$ cat src/rtl/maze_out_arbiter.sv
// maze_out_arbiter: QoS-aware 5:1 output-port arbiter for a MAZE mesh node.
// Sources 0=A(local),1=N,2=W,3=S,4=E compete for one output link. Two
// round-robin classes (hi = qos or starved, lo = rest), one-entry output
// register with valid/ready handshake.
// Ports:
//   clk, rst_n   clock, asynchronous active-low reset
//   port_en      link enable; 0 blocks new grants (held packet still drains)
//   req_vld[5]   per-source packet valid
//   req_rdy[5]   per-source accept (combinational, one-hot or zero)
//   req_pkt      source i packet at [i*PKT_W +: PKT_W]
//   out_vld      output register holds a packet
//   out_rdy      downstream accept
//   out_pkt      registered packet
//   out_src      source index of the held packet
module maze_out_arbiter #(
   parameter int unsigned DW           = 8,
   parameter int unsigned PKT_W        = 15 + DW,
   parameter int unsigned STARVE_LIMIT = 8
) (
   input  logic               clk,
   input  logic               rst_n,
   input  logic               port_en,
   input  logic [4:0]         req_vld,
   output logic [4:0]         req_rdy,
   input  logic [5*PKT_W-1:0] req_pkt,
   output logic               out_vld,
   input  logic               out_rdy,
   output logic [PKT_W-1:0]   out_pkt,
   output logic [2:0]         out_src
);

   localparam int unsigned NSRC    = 5;
   localparam int unsigned CW      = $clog2(STARVE_LIMIT + 1);
   localparam int unsigned QOS_BIT = PKT_W - 3;

   typedef logic [2:0] idx_t;

   // First set bit of vec searching upward from ptr, modulo 5; returns {found, idx}.
   function automatic logic [3:0] rr_pick(input logic [4:0] vec, input idx_t ptr);
      logic        found;
      idx_t        idx;
      int unsigned j;
      found = 1'b0;
      idx   = '0;
      for (int unsigned k = 0; k < NSRC; k++) begin
         j = (32'(ptr) + k) % NSRC;
         if (!found && vec[3'(j)]) begin
            found = 1'b1;
            idx   = idx_t'(j);
         end
      end
      return {found, idx};
   endfunction

   logic              out_vld_q, out_vld_d;
   logic [PKT_W-1:0]  out_pkt_q, out_pkt_d;
   idx_t              out_src_q, out_src_d;
   idx_t              rr_hi_q, rr_hi_d;
   idx_t              rr_lo_q, rr_lo_d;
   logic [CW-1:0]     wait_cnt_q [NSRC];
   logic [CW-1:0]     wait_cnt_d [NSRC];

   logic              load_ok;
   logic [4:0]        qos_c, hi_c, lo_c, grant_c;
   logic [3:0]        hi_pick, lo_pick;
   logic              win_vld;
   idx_t              win_idx, win_nxt;
   logic [PKT_W-1:0]  win_pkt;

   // Class split, winner selection, output stage and starvation counters.
   always_comb begin
      out_vld_d = out_vld_q;
      out_pkt_d = out_pkt_q;
      out_src_d = out_src_q;
      rr_hi_d   = rr_hi_q;
      rr_lo_d   = rr_lo_q;
      grant_c   = '0;
      win_pkt   = '0;
      for (int i = 0; i < NSRC; i++) begin
         wait_cnt_d[i] = wait_cnt_q[i];
      end

      load_ok = port_en && (!out_vld_q || out_rdy);

      for (int i = 0; i < NSRC; i++) begin
         qos_c[i] = req_pkt[i*PKT_W + QOS_BIT];
         hi_c[i]  = req_vld[i] && (qos_c[i] || (wait_cnt_q[i] == CW'(STARVE_LIMIT)));
         lo_c[i]  = req_vld[i] && !hi_c[i];
      end

      hi_pick = rr_pick(hi_c, rr_hi_q);
      lo_pick = rr_pick(lo_c, rr_lo_q);
      win_vld = hi_pick[3] || lo_pick[3];
      win_idx = hi_pick[3] ? hi_pick[2:0] : lo_pick[2:0];
      win_nxt = (win_idx == idx_t'(NSRC - 1)) ? idx_t'(0) : idx_t'(win_idx + idx_t'(1));

      // rst_n gate keeps req_rdy low for the whole reset interval.
      for (int i = 0; i < NSRC; i++) begin
         grant_c[i] = rst_n && load_ok && win_vld && (win_idx == idx_t'(i));
         if (grant_c[i]) begin
            win_pkt = req_pkt[i*PKT_W +: PKT_W];
         end
      end

      if (|grant_c) begin
         out_vld_d = 1'b1;
         out_pkt_d = win_pkt;
         out_src_d = win_idx;
         if (hi_pick[3]) begin
            rr_hi_d = win_nxt;
         end else begin
            rr_lo_d = win_nxt;
         end
      end else if (out_rdy) begin
         out_vld_d = 1'b0;
      end

      // Counters run independently of load_ok; qos=1 requesters hold their value.
      for (int i = 0; i < NSRC; i++) begin
         if (grant_c[i] || !req_vld[i]) begin
            wait_cnt_d[i] = '0;
         end else if (!qos_c[i] && (wait_cnt_q[i] != CW'(STARVE_LIMIT))) begin
            wait_cnt_d[i] = wait_cnt_q[i] + CW'(1);
         end
      end
   end

   // State registers.
   always_ff @(posedge clk or negedge rst_n) begin
      if (!rst_n) begin
         out_vld_q <= 1'b0;
         out_pkt_q <= '0;
         out_src_q <= '0;
         rr_hi_q   <= '0;
         rr_lo_q   <= '0;
         for (int i = 0; i < NSRC; i++) begin
            wait_cnt_q[i] <= '0;
         end
      end else begin
         out_vld_q <= out_vld_d;
         out_pkt_q <= out_pkt_d;
         out_src_q <= out_src_d;
         rr_hi_q   <= rr_hi_d;
         rr_lo_q   <= rr_lo_d;
         for (int i = 0; i < NSRC; i++) begin
            wait_cnt_q[i] <= wait_cnt_d[i];
         end
      end
   end

   assign req_rdy = grant_c;
   assign out_vld = out_vld_q;
   assign out_pkt = out_pkt_q;
   assign out_src = out_src_q;

endmodule

$ cat config.mk
export PLATFORM = sky130hd
export DESIGN_NAME = maze_out_arbiter
export DESIGN_NICKNAME = d
export VERILOG_FILES = /design/src/rtl/maze_out_arbiter.sv
export SDC_FILE = /design/constraint.sdc
export NUM_CORES = 1
export LEC_CHECK = 0
export CORE_UTILIZATION = 52
export DETAILED_ROUTE_END_ITERATION = 16
export GPL_ROUTABILITY_DRIVEN = 0
export PLACE_DENSITY = 0.84
export SETUP_SLACK_MARGIN = 0.15
export SYNTH_ARGS = -nofsm -noshare
export SYNTH_HDL_FRONTEND = slang
export SYNTH_SLANG_ARGS = --single-unit
$ cat constraint.sdc
create_clock -name clk -period 7.8 [get_ports clk]
set_clock_uncertainty 0.2 [all_clocks]
set_input_delay 1.17 -clock clk [delete_from_list [all_inputs] [get_ports clk]]
set_output_delay 1.17 -clock clk [all_outputs]
set_load 0.02 [all_outputs]
==> summary.md, run 1 <==
| Metric | Value |
|---|---|
| Core ar. | 12,060 um^2 |
| Post-Synthesis Cells | between 800 and 900 |
| Skew-Pair Late Insertion Delay | ~0.3 ns |
| Via density | 6.409 |
| Hold WC Path Type | reg -> reg |
| R2r setup slk | around 1.3 ns |
| Ys flop type | dfrtp_1 |
| Most common cell in the netlist | nor2_1 |
| Mean post-synth cell area | ~8.1 um^2 |
| CTS root buf | clkbuf_16 |
| Total grt overflow | 0 |
| Overall Global Routing Usage | 0.3234 |
| Minimum clock period | 7.302 ns |
| Crit. End Element | output port |
| Post-Synth XOR/XNOR Area | 0.02971 |
| Clock-pin slew on the worst setup and hold paths | roughly 0.070 ns |
| Die width | approximately 110 um |
| Worst path arrival time | 5.93 ns |
| Post-synthesis cell type count | 90 |
| Final Setup Violations | 0 |
| Boundary pin count | 156 |
| Drt first pass iters | 6 |
| Post-synth top cells | 56 x nor2_1, 53 x dfrtp_1, 51 x nand2_1 |
| Complex-gate fraction of the synthesized area | 0.3137 |
| Synth top area share | 0.2045 |
| Full die area | 12,920 um^2 |
| Max Slew Vio Count | 0 |
| Layout cell share with drive strength beyond 1 | 0.1084 |
| Max frequency | around 140 MHz |
| Setup_tns | 0 ns |
| WL met2 | slightly above 10,000 um |
| Final wirelength | roughly 21,000 um |
| Slew headroom | 0.3620 |
| Initial Util | 0.5377 |
| Depth of the CTS H-tree | 2 |
| Max-cap violations | 0 |
| CTS tree | yes |
| Initial drt markers | between 800 and 900 |
| First-pass GRT wire length | about 34,000 um |
| Fin crit share | 0.9361 |
| WL met3 | around 1600 um |
| Bufs on Longest Clock Path | 2 |
| Dpl hpwl | approximately 16,000 um |
| Main combinational cell family by area after synthesis | compound AO/OA/AOI/OAI gates |
| WP data required | about 6.4 ns |
| CTS sink cnt | between 50 and 60 |
| Leading area contributor after synthesis | dfrtp_1 |
| Residual DRC | 0 |
| Post-synthesis cell area | around 6500 um^2 |
| RSZ-0062 raised after global routing | false |
| Post-synth net total | 970 |
| Synth warn | 0 |
| Metal1 wirelength | 8874 um |
| FF+latch count, synth | 53 |
| IO Port Bufs | ~160 |
| Status | completed |
| Multiplexer area fraction after synthesis | 0.05422 |
| Post-synth EDFFs | 0 |
| Core Rows | 40 |
| Asr flop ratio synth | 1.000 |
| CTS buffer count | 5 |
| Max Used Layer | met4 |
| Setup crit start kind | register |
| Final ANT Viol Nets | 0 |
| Vias post-DR | 7,056 |
| Cts hold-fix bufs | 0 |
| Share of the yosys chip area belonging to registers | 0.2045 |
| Final Hold Fails | 0 |
| Fraction of the mapped netlist area in simple logic gates | 0.2551 |
| Pin count of the biggest net entering global routing | between 50 and 60 |
| Ranking of synthesized cells by area | dfrtp_1 20%, ha_1 8.7%, o211ai_1 4.2% |
| Worst-margin pin slew | around 0.96 ns |
| Adder-Cell Fraction of Synth Area | 0.08682 |
| Post-CTS setup buffer count | 0 |
| Wire per inst | 19.32 um |
| CP Max Fanout | 9 |
| Nets | approximately 1,100 |
| Initial antenna violation count | 1 |
| Die height | about 110 um |
| WS Path Type | reg -> out |
| Vias in the first global route | between 6,000 and 7,000 |
| Area Growth Syn to Fin | 28.71% |
## repair_timing
action,4_1_cts,5_1_grt
endpoints found under the setup margin,0,5
resized for setup,0,11
hold endpoints to repair,0,0
## registers in the layout, indices dropped and copies added (netlist names)
register / flops
rr_hi_q: 3
out_pkt: 23
rr_lo_q: 3
wait_cnt_q: 20
out_src: 3
out_vld: 1
## cell usage in the layout, fill, tap and decap left out, drive strengths merged, types with 6 or more instances in the layout
| cell type | Yosys | final |
|---|---|---|
| nor3 | 22 | 22 |
| a221o | 23 | 23 |
| nand4 | 6 | 6 |
| a211oi | 16 | 16 |
| and2 | 14 | 14 |
| buf | 22 | 17 |
| o21ai | 37 | 37 |
| nand2 | 51 | 51 |
| clkbuf | 25 | 6 |
| clkdlybuf4s50 | 0 | 154 |
| o211ai | 37 | 37 |
| o22ai | 28 | 28 |
| a21oi | 39 | 39 |
| a31oi | 28 | 28 |
| a22oi | 8 | 8 |
| mux2i | 16 | 16 |
| nand3 | 17 | 17 |
| nor2b | 22 | 22 |
| xnor2 | 17 | 17 |
| nor2 | 56 | 56 |
| or2 | 27 | 27 |
| nor4b | 6 | 6 |
| inv | 38 | 38 |
| nor3b | 8 | 8 |
| nand4b | 7 | 7 |
| o21a | 8 | 8 |
| mux2 | 13 | 13 |
| and3b | 9 | 9 |
| nand2b | 16 | 16 |
| dfrtp | 53 | 53 |
| ha | 45 | 45 |
## worst max-delay path, stage by stage (launching register included)
cell             delay [ns]
dfrtp_1                0.49
inv_2                  0.19
ha_4                   0.17
inv_1                  0.07
ha_1                   0.33
inv_1                  0.14
ha_1                   0.16
inv_1                  0.04
ha_1                   0.26
nand2b_1               0.13
a21oi_1                0.23
a211oi_1               0.09
a311o_1                0.32
nor4bb_1               0.62
o2111ai_1              0.24
o211ai_1               0.27
o221ai_1               0.15
o211a_1                0.19
inv_1                  0.15
ha_1                   0.17
ha_1                   0.16
inv_1                  0.07
a311oi_2               0.33
clkdlybuf4s50_1        0.68
## through the flow
| stage | instance area, um^2 | hold slack, ns | utilization | instances | setup WS (ns) |
|---|---|---|---|---|---|
| global placement | 8148 | 0.2872 | 0.6755 | 1093 | 0.8132 |
| global route | 8344 | 0.3364 | 0.6918 | 1100 | 0.1450 |
| detailed placement | 8148 | 0.2975 | 0.6755 | 1093 | 0.5983 |
| floorplan | 6485 | 0.3192 | - | 801 | 1.383 |
| finish | 8347 | 0.3212 | 0.6920 | 1101 | 0.4983 |
| CTS | 8294 | 0.3264 | 0.6877 | 1100 | 0.2528 |
## per-layer routing
layer,global-route usage,vias up
met2,0.5472,336
met4,0.1000,0
li1,-,3306
met5,0,-
met1,0.4225,3362
met3,0.05207,52
## path summary, 6_finish.rpt
| path | end | startpoint | cells after the start |
|---|---|---|---|
| max | req_rdy[3] | rr_lo_q[1]$_DFFE_PN0P_ | 23 |
| min | out_src[2]$_DFFE_PN0P_ | out_src[2]$_DFFE_PN0P_ | 1 |
| max reg2reg | out_pkt[6]$_DFFE_PN0P_ | rr_lo_q[1]$_DFFE_PN0P_ | 24 |
| min reg2reg | out_src[2]$_DFFE_PN0P_ | out_src[2]$_DFFE_PN0P_ | 1 |
| max in group asynchronous | rr_lo_q[2]$_DFFE_PN0P_ | rst_n | 2 |
| min in group asynchronous | wait_cnt_q[13]$_DFFE_PN0P_ | rst_n | 2 |
## final cells by class
cell class	count	area (um^2)
diodes	1	2.502
clock buffers	6	138.9
clock inverters	1	7.507
fillers	975	3715
inverters	38	142.6
multi-input cells	663	4851
flip-flops and latches	53	1328
well taps	168	210.2
repair buffers	171	1667
## kinds of logic after synthesis
kind of cell,count (synthesis)
and+or+nand+nor,289
AOI/OAI and AO/OA,276
buffers and inverters,85
DFF,53
adders and majority gates,45
muxes,31
xor gates and xnor gates,22
Power of run 1 is not shown: default switching activity piles up to over one toggle a cycle in this logic, so the estimate is an artifact.
==> run 2: changes to the inputs <==
--- a/config.mk
+++ b/config.mk
@@ -6,4 +6,5 @@
 export NUM_CORES = 1
 export LEC_CHECK = 0
+export ABC_CLOCK_PERIOD_IN_PS = 7800
 export CORE_UTILIZATION = 52
 export DETAILED_ROUTE_END_ITERATION = 16
==> constraint.sdc (replaced) <==
create_clock -name clk -period 7.8 [get_ports clk]
set_clock_uncertainty 0.2 [all_clocks]
set_input_delay 1.17 -clock clk [delete_from_list [all_inputs] [get_ports clk]]
set_output_delay 1.17 -clock clk [all_outputs]
set_load 0.1 [all_outputs]
==> run 2 against run 1 <==
  * Die area unchanged
  * Via count up 0.37%
  * Global-route usage down 0.15 points
  * Routed wire length down 1.9%
  * Sequential cell count unchanged
  * Final cell count about the same
  * Clock-buffer cell count unchanged
  * Largest cell class unchanged
  * Highest routed layer unchanged
==> summary.md, run 2 (synthesis results as in run 1) <==
| Metric | Value |
|---|---|
| Status | completed |
| Final Util | 0.6942 (+0.002179) |
| Setup crit start kind | register |
| Max FFs per register | 23 (unchanged) |
| Vias in the first global route | 6,720 (+0.92%) |
| Skew-Pair Late Insertion Delay | 0.30 ns (about the same) |
| IO Port Bufs | 155 (unchanged) |
| WP data required | 6.43 ns (about the same) |
| Area Growth Syn to Fin | 29.11% |
| Final Hold Fails | 0 (unchanged) |
| Pin count of the biggest net entering global routing | 55 (+1.9%) |
| Crit. End Element | output port |
| Total grt overflow | 0 (unchanged) |
| Bufs on Longest Clock Path | 2 (unchanged) |
| Dpl hpwl | 15,670 um (-2.0%) |
| Worst path arrival time | 5.94 ns (about the same) |
| Vias post-DR | 7,082 (+0.37%) |
| Fin crit share | 0.9371 (+0.0009400) |
| Drt first pass iters | 5 (-1) |
| Max-cap violations | 0 (unchanged) |
| Core Rows | 40 (unchanged) |
| Final Setup Violations | 0 (unchanged) |
| Max Slew Vio Count | 0 (unchanged) |
| Initial drt markers | 720 (-15%) |
| CTS sink cnt | 53 (unchanged) |
| Worst-margin pin slew | 1.057 ns (+0.09996 ns) |
| Setup_tns | 0 ns (unchanged) |
| Overall Global Routing Usage | 0.3219 (-0.001488) |
| WS Path Type | reg -> out |
| Die width | 113.7 um (unchanged) |
| Initial antenna violation count | 0 (-1) |
| Die height | 113.7 um (unchanged) |
| Max frequency | 136.8 MHz (-0.10%) |
| Wire per inst | 18.94 um (-2.0%) |
| Nets | 1,103 (+0.18%) |
| Minimum clock period | 7.309 ns (+0.007332 ns) |
| Via density | 6.426 (+0.28%) |
| CTS buffer count | 5 (unchanged) |
| Residual DRC | 0 (unchanged) |
| Global Route met2 Usage | 0.5317 (-0.01545) |
| Boundary pin count | 156 (unchanged) |
| Busiest layer in global routing | met2 |
| Slew headroom | 0.2932 (-0.06885) |
| Met1 usage | 0.4131 (-0.009336) |
| GR Util met3 | 0.06589 (+0.01382) |
| Most frequent cells in the layout | 149 x clkdlybuf4s50_1, 56 x nor2_1, 53 x dfrtp_1, 51 x nand2_1, 45 x ha_1 |
| CP Max Fanout | 12 (+3) |
| Inserted Diodes | 0 (-1) |
| Core ar. | 12,060 um^2 (unchanged) |
| Depth of the CTS H-tree | 2 (unchanged) |
| Clock-pin slew on the worst setup and hold paths | 0.06 ns (about the same) |
| Hold WC Path Type | reg -> reg |
| First-pass GRT wire length | 33,580 um (+0.14%) |
| Final ANT Viol Nets | 0 (unchanged) |
| CTS root buf | clkbuf_16 |
| Commonest non-fill, non-tap cell in the layout | clkdlybuf4s50_1 |
| RSZ-0062 raised after global routing | false |
| CTS tree | yes |
| Layout cell share with drive strength beyond 1 | 0.1103 (+0.001909) |
| Full die area | 12,920 um^2 (unchanged) |
| Initial Util | 0.5377 (unchanged) |
| Final wirelength | 20,880 um (-1.9%) |
## run 2: worst paths after layout
kind,start,to,slack (ns),depth (start not counted)
setup reg to reg,rr_lo_q[1]$_DFFE_PN0P_,out_pkt[17]$_DFFE_PN0P_,0.81,20
min in group asynchronous,rst_n,wait_cnt_q[0]$_DFFE_PN0P_,0.79,2
max in group asynchronous,rst_n,wait_cnt_q[7]$_DFFE_PN0P_,6.11,2
hold / removal,out_vld$_DFFE_PN0P_,out_vld$_DFFE_PN0P_,0.33,2
setup / recovery,rr_lo_q[1]$_DFFE_PN0P_,req_rdy[3],0.49,20
hold reg to reg,out_vld$_DFFE_PN0P_,out_vld$_DFFE_PN0P_,0.33,2
## run 2: area by class of cell
| cell class | count | area (um^2) |
|---|---|---|
| clock buffer | 6 | 138.9 |
| clock inverter | 1 | 7.507 |
| fill | 994 | 3689 |
| inverter | 38 | 146.4 |
| multi-input combinational | 663 | 4825 |
| sequential | 53 | 1326 |
| tap | 168 | 210.2 |
| timing repair buffer | 173 | 1719 |
## run 2: metrics by stage
stage          hold WS [ns]  std cells  instance area (um^2)  setup slack, ns
3_5_place_dp         0.2936       1093                  8185           0.7925
6_report             0.3338       1102                  8373           0.4909
3_3_place_gp         0.3018       1093                  8185            1.068
4_1_cts              0.3375       1100                  8332           0.4764
5_1_grt              0.3646       1102                  8373          0.02995
2_1_floorplan        0.3192        801                  6485           0.4775
## run 2: critical path: stages, from the launching register on
cell and delay (ns):
dfrtp_1 0.51, inv_1 0.22, ha_1 0.54, clkinvlp_4 0.33, ha_1 0.32, nor3_1 0.41
or4_1 0.18, o221ai_1 0.21, a2111oi_2 0.43, nor4bb_1 0.13, nor4b_2 0.45, nor4b_1 0.36
o221ai_1 0.15, o211a_1 0.20, inv_1 0.15, ha_1 0.17, ha_1 0.16, inv_1 0.08
a311oi_4 0.25, buf_4 0.20, buf_12 0.18
## run 2: routing by layer
layer,share of wire,vias to the layer above
met5,0,-
met4,0.035,0
met3,0.073,62
met2,0.47,314
met1,0.42,3381
li1,-,3325
## run 2: repair_timing
action | 4_1_cts | 5_1_grt
gates resized for setup | 0 | 5
endpoints found under the setup margin | 0 | 2
endpoints found under the hold margin | 0 | 0
hold buffers | 0 | 0
setup buffers | 0 | 2
Power of run 2 is left out for the same reason.
==> run 3: changes to the inputs <==
- GPL_TIMING_DRIVEN: not set -> 0
==> run 3 against run 2 <==
  * Worst hold slack lost 0.0061 ns
  * Register-to-register slack improved by 0.17 ns
  * Global-route usage is 0.070 points higher
  * Critical path depth rose by 4
  * Sequential share of layout area decreased by 0.21 points
  * First-iteration DRC count shrank 4.7%
  * Sequential cell count did not move
  * Die area unchanged
  * Setup slack worse by 0.027 ns
  * Utilization grew 1.1 points
  * Via count up 0.11%
  * Critical path type unchanged
==> summary.md, run 3 (synthesis results as in run 1) <==
| Metric | Value |
|---|---|
| Status | completed |
| Overall Global Routing Usage | 0.3226 (+0.0006979) |
| Final non-filler cell total | 1,135 (+3.0%) |
| First-pass GRT wire length | 33,390 um (-0.57%) |
| Final ANT Viol Nets | 0 (unchanged) |
| GR Util met3 | 0.05207 (-0.01382) |
| CTS root buf | clkbuf_16 |
| Worst hold start | out_vld$_DFFE_PN0P_ |
| Vias post-DR | 7,090 (+0.11%) |
| Global Route met2 Usage | 0.5301 (-0.001626) |
| Commonest non-fill, non-tap cell in the layout | clkdlybuf4s50_1 |
| Most frequent cells in the layout | 149 x clkdlybuf4s50_1, 56 x nor2_1, 51 x nand2_1, 50 x dfrtp_1, 45 x ha_1 |
| RSZ-0062 raised after global routing | false |
| CP Max Fanout | 10 (-2) |
| Core Rows | 40 (unchanged) |
| Placed Instances | 1,125 (+2.9%) |
| Vias in the first global route | 6,669 (-0.76%) |
| Final wirelength | 20,900 um (+0.11%) |
| Worst-margin pin slew | 1.050 ns (-0.006797 ns) |
| Minimum clock period | 7.336 ns (+0.02730 ns) |
| Layout filler cell count | 976 (-1.8%) |
| Critical R2R Capture | out_pkt[14]$_DFFE_PN0P_ |
| Clock-pin slew on the worst setup and hold paths | 0.07 ns (about the same) |
| Cts hold-fix bufs | 0 (unchanged) |
| Dpl hpwl | 16,310 um (+4.1%) |
| Worst path arrival time | 5.97 ns (+0.03 ns) |
| Area Growth Syn to Fin | 31.20% |
| Met1 usage | 0.4285 (+0.01539) |
| Area of the multi-input gates | 4865 um^2 (+0.83%) |
| Nets | 1,135 (+2.9%) |
| R2r worst-path depth | 28 (+40%) |
| Final Hold Fails | 0 (unchanged) |
| Bufs on Longest Clock Path | 2 (unchanged) |
| Skew-Pair Late Insertion Delay | 0.30 ns (about the same) |
| Via density | 6.247 (-2.8%) |
| Core ar. | 12,060 um^2 (unchanged) |
| Hold WC Path Type | reg -> reg |
| Max-cap violations | 0 (unchanged) |
| Pin count of the biggest net entering global routing | 30 (-45%) |
| CTS tree | yes |
| Initial Util | 0.5377 (unchanged) |
| WP data required | 6.43 ns (about the same) |
| Max FFs per register | 23 (unchanged) |
| Layout cell share with drive strength beyond 1 | 0.1303 (+0.02002) |
| Max Slew Vio Count | 0 (unchanged) |
| Initial drt markers | 686 (-4.7%) |
| WS Path Type | reg -> out |
| Setup crit start kind | register |
| Die width | 113.7 um (unchanged) |
| Hold Path Cell Cnt | 2 (unchanged) |
| Fin crit share | 0.9406 (+0.003501) |
| R2r setup slk | 0.98 ns (+0.17 ns) |
| Inserted Diodes | 0 (unchanged) |
| Wire per inst | 18.41 um (-2.8%) |
| CTS buffer count | 5 (unchanged) |
| Hold Path Sink | out_vld$_DFFE_PN0P_ |
| Die height | 113.7 um (unchanged) |
| Full die area | 12,920 um^2 (unchanged) |
| CTS sink cnt | 53 (unchanged) |
| Max frequency | 136.3 MHz (-0.37%) |
| Residual DRC | 0 (unchanged) |
| IO Port Bufs | 155 (unchanged) |
| Busiest layer in global routing | met2 |
| Depth of the CTS H-tree | 2 (unchanged) |
| Drt first pass iters | 5 (unchanged) |
| Final Setup Violations | 0 (unchanged) |
| Boundary pin count | 156 (unchanged) |
| Slew headroom | 0.2977 (+0.004545) |
| Total grt overflow | 0 (unchanged) |
| Crit. End Element | output port |
| Initial antenna violation count | 0 (unchanged) |
| Reg area | 1330 um^2 (+0.28%) |
| R2r startpoint | rr_lo_q[0]$_DFFE_PN0P_ |
run 3: metrics by stage:
step	util	setup TNS (ns)	cell area (um^2)	hold WS, ns	setup slack [ns]
2_1_floorplan	-	0	6485	0.3192	0.4775
3_3_place_gp	0.6837	-2.128	8247	0.2894	-0.9008
3_5_place_dp	0.6850	-2.276	8262	0.2860	-0.9541
4_1_cts	0.6989	0	8429	0.3261	0.07436
5_1_grt	0.7054	0	8508	0.3617	0.1466
6_report	0.7054	0	8508	0.3278	0.4636
run 3: repair_timing:
item,4_1_cts,5_1_grt
pin swaps,2,0
resized for setup,31,27
buffers inserted,2,0
endpoints found under the setup margin,5,20
run 3: layer usage:
metal / vias up / wire [um]
met5: - / 0
met4: 0 / 626
met3: 52 / 1418
met2: 318 / 9641
met1: 3339 / 9213
li1: 3381 / -
run 3: critical path: stages (launching register included):
cell,delay (ns)
dfrtp_2,0.48
buf_4,0.24
inv_2,0.14
ha_1,0.43
inv_1,0.15
clkbuf_2,0.27
nand2_1,0.09
ha_1,0.32
nand2b_1,0.21
a22oi_1,0.27
a21bo_2,0.27
mux2_2,0.31
or3_1,0.35
o2111ai_1,0.12
o211a_1,0.16
nand3_1,0.08
nand4b_1,0.12
nand2_1,0.16
inv_1,0.12
ha_1,0.14
clkbuf_2,0.24
o211ai_2,0.23
buf_2,0.26
inv_1,0.08
buf_2,0.42
run 3: worst max path at each step:
stage / startpoint / end / slack [ns] / cells after the start
after CTS: rr_lo_q[0]$_DFFE_PN0P_ / req_rdy[1] / 0.07 / 25
after global placement: rr_lo_q[0]$_DFFE_PN0P_ / req_rdy[1] / -0.90 / 23
final: rr_lo_q[0]$_DFFE_PN0P_ / req_rdy[4] / 0.46 / 24
after detailed placement: rr_lo_q[0]$_DFFE_PN0P_ / req_rdy[1] / -0.95 / 23
after floorplan: rr_lo_q[0]$_DFFE_PN0P_ / req_rdy[3] / 0.48 / 20
after global routing: rr_lo_q[0]$_DFFE_PN0P_ / req_rdy[3] / 0.15 / 25
run 3: area by class of cell:
| cell class | instances | area share |
|---|---|---|
| clock inverters | 3 | 0.002500 |
| clock buffers | 5 | 0.01471 |
| plain buffers | 47 | 0.02735 |
| well taps | 168 | 0.02471 |
| inverters | 38 | 0.01721 |
| flip-flops and latches | 53 | 0.1563 |
| repair buffers | 158 | 0.1854 |
| multi-input cells | 663 | 0.5718 |
Power of run 3 is left out for the same reason.
